`src/rtl/seq_stim_gen_pkg.sv`:
```
// Shared types for the unlock-sequence stimulus generator and the four-step detector it drives.
// Optional abort support is selected by defining SEQ_STIM_ABORT_EN.
package seq_stim_gen_pkg;

  typedef enum logic [2:0] {
    G_IDLE  = 3'd0,
    G_ARM   = 3'd1,
    G_CODE1 = 3'd2,
    G_AB    = 3'd3,
    G_CODE2 = 3'd4,
    G_DONE  = 3'd5
  } gen_states;

  typedef enum logic [2:0] {
    DetIdle  = 3'd0,
    DetA     = 3'd1,
    DetCode1 = 3'd2,
    DetAbc   = 3'd3,
    DetOpen  = 3'd4
  } det_states;

  localparam logic [3:0] CODE1 = 4'b0010;
  localparam logic [3:0] CODE2 = 4'b1000;

endpackage

```
`src/rtl/seq_stim_gen_if.sv`:
```
// Request/stimulus bundle between a controller and seq_stim_gen.
// The abort signal exists only when SEQ_STIM_ABORT_EN is defined.
interface seq_stim_gen_if #(
  parameter int unsigned HOLD_W = 4
) ();

  logic              start;
  logic [HOLD_W-1:0] hold;
`ifdef SEQ_STIM_ABORT_EN
  logic              abort;
`endif
  logic              A;
  logic              B;
  logic              C;
  logic [3:0]        D;
  logic              busy;
  logic              done;
  logic [2:0]        step;

`ifdef SEQ_STIM_ABORT_EN
  modport master (
    input  start, hold, abort,
    output A, B, C, D, busy, done, step
  );
  modport slave (
    output start, hold, abort,
    input  A, B, C, D, busy, done, step
  );
`else
  modport master (
    input  start, hold,
    output A, B, C, D, busy, done, step
  );
  modport slave (
    output start, hold,
    input  A, B, C, D, busy, done, step
  );
`endif

endinterface

```
`src/rtl/seq_dwell_cnt.sv`:
```
// Loadable down-counter with zero flag; times how long each drive step is held.
module seq_dwell_cnt #(
  parameter int unsigned W = 4
) (
  input  logic         clk,
  input  logic         rstN,
  input  logic         load,
  input  logic [W-1:0] load_val,
  input  logic         dec,
  output logic         zero
);

  logic [W-1:0] cnt_q;

  always_ff @(posedge clk or negedge rstN) begin
    if (!rstN) begin
      cnt_q <= '0;
    end else if (load) begin
      cnt_q <= load_val;
    end else if (dec) begin
      cnt_q <= cnt_q - W'(1);
    end
  end

  assign zero = (cnt_q == '0);

endmodule

```
`src/rtl/seq_stim_gen.sv`:
```
// Emits the four-step unlock sequence (A, CODE1, A&B&C, CODE2) with a programmable dwell per step.
// Defining SEQ_STIM_ABORT_EN adds a synchronous abort input on the interface.
module seq_stim_gen #(
  parameter int unsigned HOLD_W = 4
) (
  input logic            clk,
  input logic            rstN,
  seq_stim_gen_if.master bus
);

  import seq_stim_gen_pkg::*;

  logic [2:0]        state_q, state_d;
  logic [HOLD_W-1:0] hold_q, hold_d;
  logic              cnt_load, cnt_dec, cnt_zero;
  logic [HOLD_W-1:0] cnt_val;
  logic              abort_req;
  logic              a_q, b_q, c_q, a_d, b_d, c_d;
  logic [3:0]        d_q, d_d;

`ifdef SEQ_STIM_ABORT_EN
  assign abort_req = bus.abort;
`else
  assign abort_req = 1'b0;
`endif

  seq_dwell_cnt #(
    .W (HOLD_W)
  ) u_dwell (
    .clk      (clk),
    .rstN     (rstN),
    .load     (cnt_load),
    .load_val (cnt_val),
    .dec      (cnt_dec),
    .zero     (cnt_zero)
  );

  always_comb begin
    state_d  = state_q;
    hold_d   = hold_q;
    cnt_load = 1'b0;
    cnt_dec  = 1'b0;
    cnt_val  = hold_q;
    case (state_q)
      G_IDLE: begin
        if (bus.start) begin
          state_d  = G_ARM;
          hold_d   = bus.hold;
          cnt_load = 1'b1;
          cnt_val  = bus.hold;
        end
      end
      G_ARM, G_CODE1, G_AB, G_CODE2: begin
        // Drive states are numbered consecutively, so advancing is a simple increment.
        if (cnt_zero) begin
          state_d  = state_q + 3'd1;
          cnt_load = 1'b1;
        end else begin
          cnt_dec = 1'b1;
        end
      end
      default: begin
        state_d  = G_IDLE;
        cnt_load = 1'b1;
        cnt_val  = '0;
      end
    endcase
    if (abort_req && (state_q != G_IDLE)) begin
      state_d  = G_IDLE;
      cnt_load = 1'b1;
      cnt_dec  = 1'b0;
      cnt_val  = '0;
    end
  end

  // Outputs are decoded from the next state so they flip on the same edge as the state register.
  always_comb begin
    a_d = 1'b0;
    b_d = 1'b0;
    c_d = 1'b0;
    d_d = 4'b0000;
    case (state_d)
      G_ARM:   a_d = 1'b1;
      G_CODE1: d_d = CODE1;
      G_AB: begin
        a_d = 1'b1;
        b_d = 1'b1;
        c_d = 1'b1;
      end
      G_CODE2: d_d = CODE2;
      default: ;
    endcase
  end

  always_ff @(posedge clk or negedge rstN) begin
    if (!rstN) begin
      state_q <= G_IDLE;
      hold_q  <= '0;
      a_q     <= 1'b0;
      b_q     <= 1'b0;
      c_q     <= 1'b0;
      d_q     <= 4'b0000;
    end else begin
      state_q <= state_d;
      hold_q  <= hold_d;
      a_q     <= a_d;
      b_q     <= b_d;
      c_q     <= c_d;
      d_q     <= d_d;
    end
  end

  assign bus.A    = a_q;
  assign bus.B    = b_q;
  assign bus.C    = c_q;
  assign bus.D    = d_q;
  assign bus.busy = (state_q != G_IDLE);
  assign bus.done = (state_q == G_DONE);
  assign bus.step = state_q;

endmodule

```
`src/flat_wrapper.sv`:
```
// flat-port wrapper written by rule: the top's interface ports become plain ports
module seq_stim_gen_flat import seq_stim_gen_pkg::*;
#(
  parameter int unsigned HOLD_W = 4
)
  (clk, rstN, bus_start, bus_hold, bus_A, bus_B, bus_C, bus_D, bus_busy, bus_done, bus_step);
  seq_stim_gen_if #(.HOLD_W(HOLD_W)) bus_i ();
  input logic clk;
  input logic rstN;
  input wire logic [$bits(bus_i.start)-1:0] bus_start;
  input wire logic [$bits(bus_i.hold)-1:0] bus_hold;
  output wire logic [$bits(bus_i.A)-1:0] bus_A;
  output wire logic [$bits(bus_i.B)-1:0] bus_B;
  output wire logic [$bits(bus_i.C)-1:0] bus_C;
  output wire logic [$bits(bus_i.D)-1:0] bus_D;
  output wire logic [$bits(bus_i.busy)-1:0] bus_busy;
  output wire logic [$bits(bus_i.done)-1:0] bus_done;
  output wire logic [$bits(bus_i.step)-1:0] bus_step;
  assign bus_i.start = bus_start;
  assign bus_i.hold = bus_hold;
  assign bus_A = bus_i.A;
  assign bus_B = bus_i.B;
  assign bus_C = bus_i.C;
  assign bus_D = bus_i.D;
  assign bus_busy = bus_i.busy;
  assign bus_done = bus_i.done;
  assign bus_step = bus_i.step;
  seq_stim_gen #(.HOLD_W(HOLD_W)) u_core (.clk(clk), .rstN(rstN), .bus(bus_i));
endmodule
```
`config.mk`:
```
export PLATFORM = sky130hd
export DESIGN_NAME = seq_stim_gen_flat
export DESIGN_NICKNAME = d
export VERILOG_FILES = /design/src/rtl/seq_stim_gen_pkg.sv /design/src/rtl/seq_stim_gen_if.sv /design/src/rtl/seq_dwell_cnt.sv /design/src/rtl/seq_stim_gen.sv /design/src/flat_wrapper.sv
export SDC_FILE = /design/constraint.sdc
export NUM_CORES = 1
export LEC_CHECK = 0
export CORE_MARGIN = 8
export CORE_UTILIZATION = 40
export DETAILED_ROUTE_END_ITERATION = 7
export DONT_BUFFER_PORTS = 1
export PLACE_DENSITY_LB_ADDON = 0.08
export SLEW_MARGIN = 20
export SYNTH_ARGS = -nofsm -noshare
export SYNTH_HDL_FRONTEND = slang
export SYNTH_SLANG_ARGS = --single-unit
```
`constraint.sdc`:
```
create_clock -name clk -period 5.8 [get_ports clk]
set_clock_uncertainty 0.05 [all_clocks]
set_input_delay 0.58 -clock clk [delete_from_list [all_inputs] [get_ports clk]]
set_output_delay 0.58 -clock clk [all_outputs]
set_load 0.005 [all_outputs]
```
==> reports/metrics.yaml <==
status: "finished, final reports clean"
final-hold-violation-count: 0
setup_viol: 0
worstPathRequired_ns: 5.93
drt-wirelength-per-cell_um: 16.5
worstSetupPathType: "flop to flop"
die_h_um: 63.9
dieArea_um2: 4080
dr.pass1.iters: 4
seq_area_frac_synth_pct: 40.9
finish.utilization_pct: 43.7
tightest_slew_ns: 0.698
maxCapViolations: 0
report.final.slew_viol_count: 0
p_leak_nw: 0.446
power_density_nw_per_um2: 601
grt_antenna_before_repair: 0
die_x_um: 63.9
track_usage_pct: 10.7
r2r_setup_slack_ns: 3.61
min-delay-start: "bus_hold[0]"
portBuffers: 0
netlist_instances: 98
synthArstFlopShare_pct: 100
fmax_mhz: 457
num_rows: 17
grt_use_met2_pct: 15.3
synth-simple-area-share_pct: 27.7
holdPathStages: 2
synth_top_area_share_pct: 40.9
yosys-top-cells-area: "dfrtp_1 (41%), ha_1 (6.8%), nand2_1 (6.5%)"
synthMuxAreaShare_pct: 2.32
clk_latency_ns: 0.29
clk_path_buf_depth: 2
r2r_end: "u_core.bus.B"
place_congestion: 0.756
timing.rr.start: "u_core.bus.step[0]"
area.growth.synth_to_final_pct: 4.37
critPathArrivalTime_ns: 2.32
crit_path_start: "u_core.bus.step[0]"
nets: 111
cp-end-kind: "flop"
start_util_pct: 41.9
gr-usage-met3_pct: 3.66
totalWireLength_mm: 2.09
cts_root_buf: "clkbuf_4"
post-route-period-util_pct: 37.8
use_met1_pct: 13.4
synthXorXnorAreaFrac_pct: 0
postLayoutCellArea_um2: 957
netlist_area_um2: 917
first_iter_violations: 24
ys_types: 37
dpl_cell_area_um2: 921
place_hpwl_mm: 1.51
final_antenna_net_count: 0
cts_buffers: 3
synth_enable_flop_cells: 0
post-route-min-period_ns: 2.19
postCtsSetupBuffers: 0
top_usage_layer: "met2"
synth-adder-area-share_pct: 6.82
yosysTopAreaCell: "dfrtp_1"
grt_remaining_overflow: 0
fin_ws_ns: 3.61
h-tree-depth: 1
rsz0062_at_grt: "no"
ios: 19
synth_seq_cells: 15
num_vias: 690
drc_errors: 0
grt_pass1_wl_mm: 3.51
synth_compound_area_share_pct: 16.0
grt_max_degree: 16
max_slew_margin_pct: 53.3
drive_above_1_share_pct: 11.2
start_kind: "flop"
grt_pass1_vias: 699
rr_worst_depth: 6
critical_path.max_fanout: 8
synth_top_family_by_area: "simple AND/OR/NAND/NOR gates"
min_path_type: "input pin to flop"
num_antenna_cells: 0
ys.flop_type: "dfrtp_1"
cts_tree: "built"
irDropWorstVdd_uv: 278
fin_setup_tns_ns: 0
via_per_inst: 5.48
hold_end: "u_core.hold_q[0]"
ys_warn_count: 0
syn_avg_cell_area_um2: 9.36
holdWs_ns: 0.340
core_region_area_um2: 2190
clk_pin_slew_worst_paths_ns: 0.09
nFillCells: 227
cts.sinks: 15
post-place-ws_ns: 3.64
==> repair_timing <==
item / CTS / global route
resized for setup: 0 / 0
hold endpoints to repair: 15 / 0
endpoints found under the setup margin: 0 / 0
hold buffers: 1 / 0
==> cell type report <==
class                      instances  area [um2]  area share [%]
inverter                           5        18.8            1.96
multi-input combinational         73         492            51.4
timing repair buffer               1        10.0            1.05
clock buffer                       4        26.3            2.75
sequential                        15         375            39.2
tap                               28        35.0            3.66
==> cells in the mapped netlist, types with 2 or more instances <==
cell       n
a21oi_1    6
a22oi_1    2
and2_1     3
buf_4      3
clkbuf_1   2
dfrtp_1   15
ha_1       5
inv_1      5
nand2_1   16
nand2b_1   2
nor2_1     3
nor3_1     5
nor3b_2    2
nor4_1     2
o21ai_0    3
o221ai_1   2
o31ai_1    2
==> through the flow <==
| step | total power [mW] | std cells |
|---|---|---|
| floorplan | 0.449 | 99 |
| detailed placement | 0.511 | 121 |
| finish | 0.575 | 126 |
| global route | 0.631 | 126 |
| global placement | 0.511 | 121 |
| CTS | 0.578 | 126 |
==> power by group <==
group	internal, mW	switching, mW
sequential	0.150	0.0433
combinational	0.136	0.184
clock	0.0268	0.0344
total	0.314	0.262
==> registers in the layout, indices dropped and copies added (netlist names) <==
name                  count
u_core.bus.B              1
u_core.hold_q             4
u_core.bus.step           3
u_core.bus.D              2
u_core.u_dwell.cnt_q      4
u_core.bus.A              1
==> critical path, stage by stage (launching register included) <==
cell and delay [ns]:
dfrtp_1 0.48, inv_1 0.10, ha_1 0.25, nor4_4 0.47, nor3_1 0.12, a221o_1 0.43
and3_1 0.19
==> routing by layer <==
| metal | vias up | part of all wire [%] |
|---|---|---|
| met4 | 0 | 3.2 |
| met2 | 19 | 43 |
| met3 | 7 | 7.2 |
| met1 | 323 | 47 |
| met5 | - | 0 |
| li1 | 341 | - |
==> worst max-delay path by stage <==
stage                    to  slack [ns]  depth (start not counted)
6_report       u_core.bus.B        3.61                          6
3_3_place_gp   u_core.bus.B        3.61                          6
3_5_place_dp   u_core.bus.B        3.64                          6
2_1_floorplan  u_core.bus.B        3.87                          6
4_1_cts        u_core.bus.B        3.61                          6
5_1_grt        u_core.bus.B        3.45                          6
==> cells in the final DEF (no fill, tap or decap), types with 2 or more instances in the layout <==
cell type and instances:
a21oi_1 6, nand2_1 16, clkbuf_4 3, nor2_1 3, o221ai_1 2, and2_1 3
inv_1 5, o31ai_1 2, conb_1 2, a22oi_1 2, nor4_1 2, o21ai_0 3
nor3_1 5, dfrtp_1 15, ha_1 5, nor3b_2 2, nand2b_1 2
==> cell families (layout without fill, tap and decap cells) <==
group / after synthesis / in the layout
compound gates: 21 / 21
simple gates: 43 / 43
fa+ha+maj: 5 / 5
buf+inv: 11 / 10
flops: 15 / 15
mux: 2 / 2
other cells: 1 / 2
(Power assumes the default switching activity.)
